`src/rtl/pipe_pkg.sv`:
```
`default_nettype none
// ============================================================================
// Module   : pipe_pkg
// Purpose  : Shared types and constants for the EX/MEM hazard sequencer:
//            forwarding-select encoding, hazard FSM states and the
//            register-address width.
// Ports    : none (package)
// Revision : 1.0 - initial release
// ============================================================================
package pipe_pkg;

  localparam int REG_AW = 5;

  // EX operand source select
  typedef enum logic [1:0] {
    FWD_REG = 2'b00,  // register-file value
    FWD_WB  = 2'b01,  // write-back data
    FWD_MEM = 2'b10   // ALU result held in MEM
  } fwd_sel_t;

  typedef enum logic [1:0] {
    HZ_RUN     = 2'd0,
    HZ_LDSTALL = 2'd1,
    HZ_FLUSH   = 2'd2,
    HZ_MEMWAIT = 2'd3
  } hz_state_t;

endpackage : pipe_pkg
`default_nettype wire

```
`src/rtl/fwd_select.sv`:
```
`default_nettype none
// ============================================================================
// Module   : fwd_select
// Purpose  : Combinational forwarding match for one EX source operand.
//            An EX-stage ALU producer wins over a MEM-stage producer; a load
//            in EX is never forwarded from EX (its data is not ready yet);
//            register 0 is never forwarded.
// Ports    : rs        in  AW  source register of the ID instruction
//            dst_exe   in  AW  EX destination
//            wen_exe   in  1   EX writes a register
//            rd_en_exe in  1   EX instruction is a load
//            dst_mem   in  AW  MEM destination
//            wen_mem   in  1   MEM writes a register
//            sel       out 2   operand source select
// Revision : 1.0 - initial release
// ============================================================================
module fwd_select
  import pipe_pkg::*;
#(
  parameter int AW = 5
) (
  input  logic [AW-1:0] rs,
  input  logic [AW-1:0] dst_exe,
  input  logic          wen_exe,
  input  logic          rd_en_exe,
  input  logic [AW-1:0] dst_mem,
  input  logic          wen_mem,
  output fwd_sel_t      sel
);

  always_comb begin
    sel = FWD_REG;
    if (rs != '0) begin
      if ((rs == dst_exe) && wen_exe && !rd_en_exe) begin
        sel = FWD_MEM;
      end else if ((rs == dst_mem) && wen_mem) begin
        sel = FWD_WB;
      end
    end
  end

endmodule : fwd_select
`default_nettype wire

```
`src/rtl/hazard_ctrl.sv`:
```
`default_nettype none
// ============================================================================
// Module   : hazard_ctrl
// Purpose  : EX/MEM pipeline sequencer. Registers forwarding selects and
//            arbitrates data-memory wait stalls, branch flushes and load-use
//            bubbles so exactly one pipeline action happens per cycle.
//            Optional macro HAZARD_PERF_CNT_EN adds stall/flush counters.
// Ports    : clk, rst_n                    clock, async active-low reset
//            rs1_id, rs2_id                ID source registers
//            wrt_dst_exe, reg_wrt_en_exe,
//            rd_en_exe                     EX producer (rd_en = load)
//            wrt_dst_mem, reg_wrt_en_mem   MEM producer
//            mem_req_mem, mem_ready        data-memory handshake
//            branch                        taken branch resolved in EX
//            forward_control1/2            EX operand A/B source select
//            stall_if, stall_id, stall_mem pipeline holds
//            flush_id, flush_ex            bubble insertion
//            mem_timeout                   sticky memory-wait timeout
//            stall_cycles, flush_count     (HAZARD_PERF_CNT_EN only)
// Revision : 1.0 - initial release
// ============================================================================
module hazard_ctrl #(
  parameter int REG_AW     = pipe_pkg::REG_AW,
  parameter int MEM_TO_MAX = 15
) (
  input  logic              clk,
  input  logic              rst_n,
  input  logic [REG_AW-1:0] rs1_id,
  input  logic [REG_AW-1:0] rs2_id,
  input  logic [REG_AW-1:0] wrt_dst_exe,
  input  logic              reg_wrt_en_exe,
  input  logic              rd_en_exe,
  input  logic [REG_AW-1:0] wrt_dst_mem,
  input  logic              reg_wrt_en_mem,
  input  logic              mem_req_mem,
  input  logic              mem_ready,
  input  logic              branch,
  output logic [1:0]        forward_control1,
  output logic [1:0]        forward_control2,
  output logic              stall_if,
  output logic              stall_id,
  output logic              stall_mem,
  output logic              flush_id,
  output logic              flush_ex,
`ifdef HAZARD_PERF_CNT_EN
  output logic [31:0]       stall_cycles,
  output logic [31:0]       flush_count,
`endif
  output logic              mem_timeout
);

  import pipe_pkg::*;

  localparam int             CNT_W   = $clog2(MEM_TO_MAX + 1);
  localparam logic [CNT_W-1:0] CNT_MAX = CNT_W'(MEM_TO_MAX);

  hz_state_t        state, next_state;
  fwd_sel_t         sel1, sel2;
  fwd_sel_t         fwd1, fwd2;
  logic [CNT_W-1:0] wait_cnt, cnt_inc;
  logic             load_use, mem_wait;

  fwd_select #(.AW(REG_AW)) u_fwd1 (
    .rs(rs1_id), .dst_exe(wrt_dst_exe), .wen_exe(reg_wrt_en_exe),
    .rd_en_exe(rd_en_exe), .dst_mem(wrt_dst_mem), .wen_mem(reg_wrt_en_mem),
    .sel(sel1)
  );

  fwd_select #(.AW(REG_AW)) u_fwd2 (
    .rs(rs2_id), .dst_exe(wrt_dst_exe), .wen_exe(reg_wrt_en_exe),
    .rd_en_exe(rd_en_exe), .dst_mem(wrt_dst_mem), .wen_mem(reg_wrt_en_mem),
    .sel(sel2)
  );

  assign load_use = rd_en_exe && reg_wrt_en_exe && (wrt_dst_exe != '0) &&
                    ((wrt_dst_exe == rs1_id) || (wrt_dst_exe == rs2_id));
  assign mem_wait = mem_req_mem && !mem_ready;

  // ---------------- FSM: state register ----------------
  always_ff @(posedge clk or negedge rst_n) begin
    if (!rst_n) state <= HZ_RUN;
    else        state <= next_state;
  end

  // ---------------- FSM: next state ----------------
  // The load-use bubble needs no extra state: the stall itself holds ID and
  // the producer moves to MEM, so RUN naturally sees the hazard clear.
  always_comb begin
    next_state = state;
    unique case (state)
      HZ_RUN: begin
        if (mem_wait)    next_state = HZ_MEMWAIT;
        else if (branch) next_state = HZ_FLUSH;
        else             next_state = HZ_RUN;
      end
      HZ_MEMWAIT: next_state = mem_ready ? HZ_RUN : HZ_MEMWAIT;
      default:    next_state = HZ_RUN;
    endcase
  end

  // ---------------- FSM: outputs ----------------
  always_comb begin
    stall_if  = 1'b0;
    stall_id  = 1'b0;
    stall_mem = 1'b0;
    flush_id  = 1'b0;
    flush_ex  = 1'b0;
    unique case (state)
      HZ_RUN: begin
        if (mem_wait) begin
          stall_if  = 1'b1;
          stall_id  = 1'b1;
          stall_mem = 1'b1;
        end else if (branch) begin
          // a dependent op behind the branch is killed, so no stall here
          flush_id = 1'b1;
          flush_ex = 1'b1;
        end else if (load_use) begin
          stall_if = 1'b1;
          stall_id = 1'b1;
          flush_ex = 1'b1;
        end
      end
      HZ_MEMWAIT: begin
        // branch is ignored here; EX is held so it re-presents in RUN
        if (!mem_ready) begin
          stall_if  = 1'b1;
          stall_id  = 1'b1;
          stall_mem = 1'b1;
        end
      end
      default: ;
    endcase
  end

  // ---------------- forwarding select registers ----------------
  always_ff @(posedge clk or negedge rst_n) begin
    if (!rst_n) begin
      fwd1 <= FWD_REG;
      fwd2 <= FWD_REG;
    end else if (flush_ex) begin
      fwd1 <= FWD_REG;
      fwd2 <= FWD_REG;
    end else if (!stall_mem) begin
      fwd1 <= sel1;
      fwd2 <= sel2;
    end
  end

  assign forward_control1 = fwd1;
  assign forward_control2 = fwd2;

  // ---------------- memory-wait counter and timeout ----------------
  assign cnt_inc = (wait_cnt == CNT_MAX) ? wait_cnt : wait_cnt + CNT_W'(1);

  always_ff @(posedge clk or negedge rst_n) begin
    if (!rst_n) begin
      wait_cnt    <= '0;
      mem_timeout <= 1'b0;
    end else if (state == HZ_MEMWAIT && !mem_ready) begin
      wait_cnt <= cnt_inc;
      // flag rises on the cycle the count reaches the limit, then sticks
      if (cnt_inc == CNT_MAX) mem_timeout <= 1'b1;
    end else begin
      wait_cnt <= '0;
    end
  end

`ifdef HAZARD_PERF_CNT_EN
  always_ff @(posedge clk or negedge rst_n) begin
    if (!rst_n) begin
      stall_cycles <= '0;
      flush_count  <= '0;
    end else begin
      if (stall_if) stall_cycles <= stall_cycles + 32'd1;
      if (flush_id) flush_count  <= flush_count + 32'd1;
    end
  end
`endif

endmodule : hazard_ctrl
`default_nettype wire

```
`config.mk`:
```
export PLATFORM = sky130hd
export DESIGN_NAME = hazard_ctrl
export DESIGN_NICKNAME = d
export VERILOG_FILES = /design/src/rtl/pipe_pkg.sv /design/src/rtl/fwd_select.sv /design/src/rtl/hazard_ctrl.sv
export SDC_FILE = /design/constraint.sdc
export NUM_CORES = 1
export LEC_CHECK = 0
export ABC_AREA = 1
export ABC_CLOCK_PERIOD_IN_PS = 3700
export BUFFER_PORTS_ARGS = -buffer_cell sky130_fd_sc_hd__buf_4
export CELL_PAD_IN_SITES_DETAIL_PLACEMENT = 1
export CELL_PAD_IN_SITES_GLOBAL_PLACEMENT = 1
export CORE_MARGIN = 2
export CORE_UTILIZATION = 36
export CTS_CLUSTER_DIAMETER = 40
export DETAILED_ROUTE_END_ITERATION = 8
export GPL_TIMING_DRIVEN = 0
export PLACE_DENSITY = 0.94
export SLEW_MARGIN = 40
export SYNTH_ARGS = -nofsm -noshare
export SYNTH_HDL_FRONTEND = slang
export SYNTH_HIERARCHICAL = 1
export SYNTH_SLANG_ARGS = --single-unit
```
`constraint.sdc`:
```
create_clock -name clk -period 3.7 [get_ports clk]
set_input_delay 0.74 -clock clk [delete_from_list [all_inputs] [get_ports clk]]
set_output_delay 0.74 -clock clk [all_outputs]
set_load 0.02 [all_outputs]
```
==> flow_summary.ini <==
[synthesis]
synthTopCellsByArea = nand2_1, dfrtp_1, inv_1, nor2_1, nand3_1
synth_area_leader_cell = nand2_1
netlist_area_sq_um = 1300
ys.flop_type = dfrtp_1
synth_cell_types = 23
ys_seq_elements = 11
synth_fp_nets = 275
synth_seq_area_share_pct = 21.1
synth_cells = 244
ys_warn_count = 6
synth.top_cell.area_share_pct = 27.4
synth-edff-count = 0
yosysMostFrequentCell = nand2_1
synthArstFlopShare_pct = 100
yosys-top-cells-count = nand2_1, inv_1, nor2_1
syn_area_per_cell_sq_um = 5.34

[worst_setup_path]
cp_slowest_stage_delay_ns = 0.24
crit_start = wrt_dst_exe[0]
crit_type = in2out
start_kind = input port
crit_path_top_delay_cell = o21ai_0
crit_arrival_ns = 1.98
critPathCaptureType = primary output
path_cells = buf_4, nor2_1, nor2_1, nor2_1, nand3_1, nand2_1, nand2_2, o21ai_0, buf_4, buf_4
path_buf_inv = 3
crit_path_max_fanout = 9
reg2reg_from = state[0]$_DFF_PN0_
crit_required_ns = 2.96
critPathTopFamily = simple AND/OR/NAND/NOR gates

[timing]
fin_crit_sh_pct = 73.6
rsz0062_at_grt = false
tightest_slew_ns = 0.289
setup_viol = 0
timing.fmax_mhz = 367
setup_tns_ns = 0
skew_ns = 0.0104
slew_violations = 0
hold_viol_final = 0
period_needed_ns = 2.72
slew_headroom_pct = 80.5

[layout]
fin_nets = 317
diodes = 0
final_area_sq_um = 1670
syn2layout_area_growth_pct = 27.7
drive_above_1_share_pct = 22.1

[run]
drv_cap = 0

[floorplanning]
core_area_sq_um = 3420
die_area_sq_um = 4120
pin_count = 38
start_util_pct = 38.2
rows = 21
die_y_um = 64.2
die_w_um = 64.2

[power_and_ir_drop]
power_frac_comb_pct = 51.4
p_int_uw = 260
seq_power_share_pct = 29.7
sw_frac_of_total_pct = 43.1
power_density_nw_per_um2 = 275
leakagePower_uw = 0.00107
vdd_drop_max_uv = 234
p_clk_share_pct = 18.9
p_sw_uw = 197

[global_route]
grtUsageTotal_pct = 20.1
grt_start_max_net_pins = 12
overflow = 0
antenna_found_initial = 0
grt_pass1_wl_um = 6620
first_global_vias = 1533

[routing]
dr.pass1.iters = 4
first_iter_violations = 39
vias = 1517
antenna_left = 0
post_drt_wl_per_cell_um = 11.3
vias_per_cell = 4.58
route.detailed.drc = 0
drt_wl_total_um = 3730

[clock_network]
post_cts_buffers = 0
cts_tree = done
clkTransAtPathRegs_ns = 0.08
cts_hold_buf = 0
cts_resized = 0
cts.path.max_buffers = 2
cts-root-buf = clkbuf_4
h-tree-depth = 1
worstSkewPairLatency_ns = 0.28
clock-sinks = 11
cts-buffers-inserted = 3

[placed_design]
portBuffers = 37
hpwl_um = 3190
postPlaceCellArea_sq_um = 1640
routabilityCongestion = 0.782

[status]
status = finished, final reports clean

[hold_path]
hold_class = in2async
-- flip-flops by register name (all words and copies together), names as in the netlist --
signal,flops
wait_cnt,4
forward_control2,2
state,2
forward_control1,2
mem_timeout,1
-- metal layers --
| metal | vias up | routed length (um) | global-route usage [%] |
|---|---|---|---|
| li1 | 788 | - | - |
| met4 | 0 | 19 | 3.72 |
| met3 | 4 | 124 | 3.35 |
| met5 | - | 0 | 0 |
| met1 | 702 | 1740 | 25.6 |
| met2 | 23 | 1840 | 35.7 |
-- cell usage in the layout, fill, tap and decap left out, types with 3 or more instances in the layout --
cell type	synthesis	layout
a21oi_1	4	4
buf_4	1	38
clkbuf_4	0	3
dfrtp_1	11	11
ha_1	3	3
inv_1	55	55
inv_2	5	5
nand2_1	95	95
nand2_2	5	5
nand3_1	9	9
nand4_1	3	3
nor2_1	32	32
nor2_2	3	3
o21ai_0	3	3
xnor2_1	3	3
-- final cells by class --
class	instances	area, sq um
fill	513	1750
multi-input combinational	171	790
tap	46	57.6
buffer	1	7.51
timing repair buffer	37	278
inverter	61	231
sequential	11	275
clock buffer	4	26.3
-- cell families (layout without fill, tap and decap cells) --
logic type / Yosys count / after routing / share of synthesized area [%]
adder cells (fa/ha/maj): 3 / 3 / 2.88
flip-flops: 11 / 11 / 21.1
AND/OR/NAND/NOR: 152 / 152 / 48.9
buffers and inverters: 62 / 103 / 18.3
XOR/XNOR: 3 / 3 / 2.02
AO/OA/AOI/OAI: 13 / 13 / 6.72
-- power groups by stage --
stage / combinational, uW / clock [uW] / sequential, uW
floorplan: 142 / 0 / 137
global placement: 226 / 0 / 137
detailed placement: 234 / 0 / 138
CTS: 237 / 87.0 / 136
global route: 265 / 93.7 / 137
finish: 235 / 86.5 / 136
-- per-stage QoR --
step | std cells | worst slack, ns | total power (uW) | hold WS (ns) | utilization [%]
6_report | 331 | 0.976 | 458 | 0.279 | 48.8
5_1_grt | 331 | 0.874 | 496 | 0.279 | 48.8
4_1_cts | 331 | 0.984 | 460 | 0.283 | 48.8
3_5_place_dp | 327 | 0.971 | 372 | 0.462 | 48.0
3_3_place_gp | 327 | 1.05 | 363 | 0.458 | 48.0
2_1_floorplan | 244 | 1.02 | 279 | 0.444 | -
-- final timing paths --
check,cells after the start,slack [ns],to
hold reg to reg,1,0.47,mem_timeout$_DFFE_PN0P_
min in group clk,1,0.47,mem_timeout$_DFFE_PN0P_
setup / recovery,10,0.98,stall_if
hold / removal,1,0.28,forward_control1[0]$_DFFE_PN0P_
setup reg to reg,10,2.20,forward_control2[1]$_DFFE_PN0P_
max in group asynchronous,1,3.26,wait_cnt[0]$_DFF_PN0_
No activity file was read; power rests on OpenSTA's default activity.
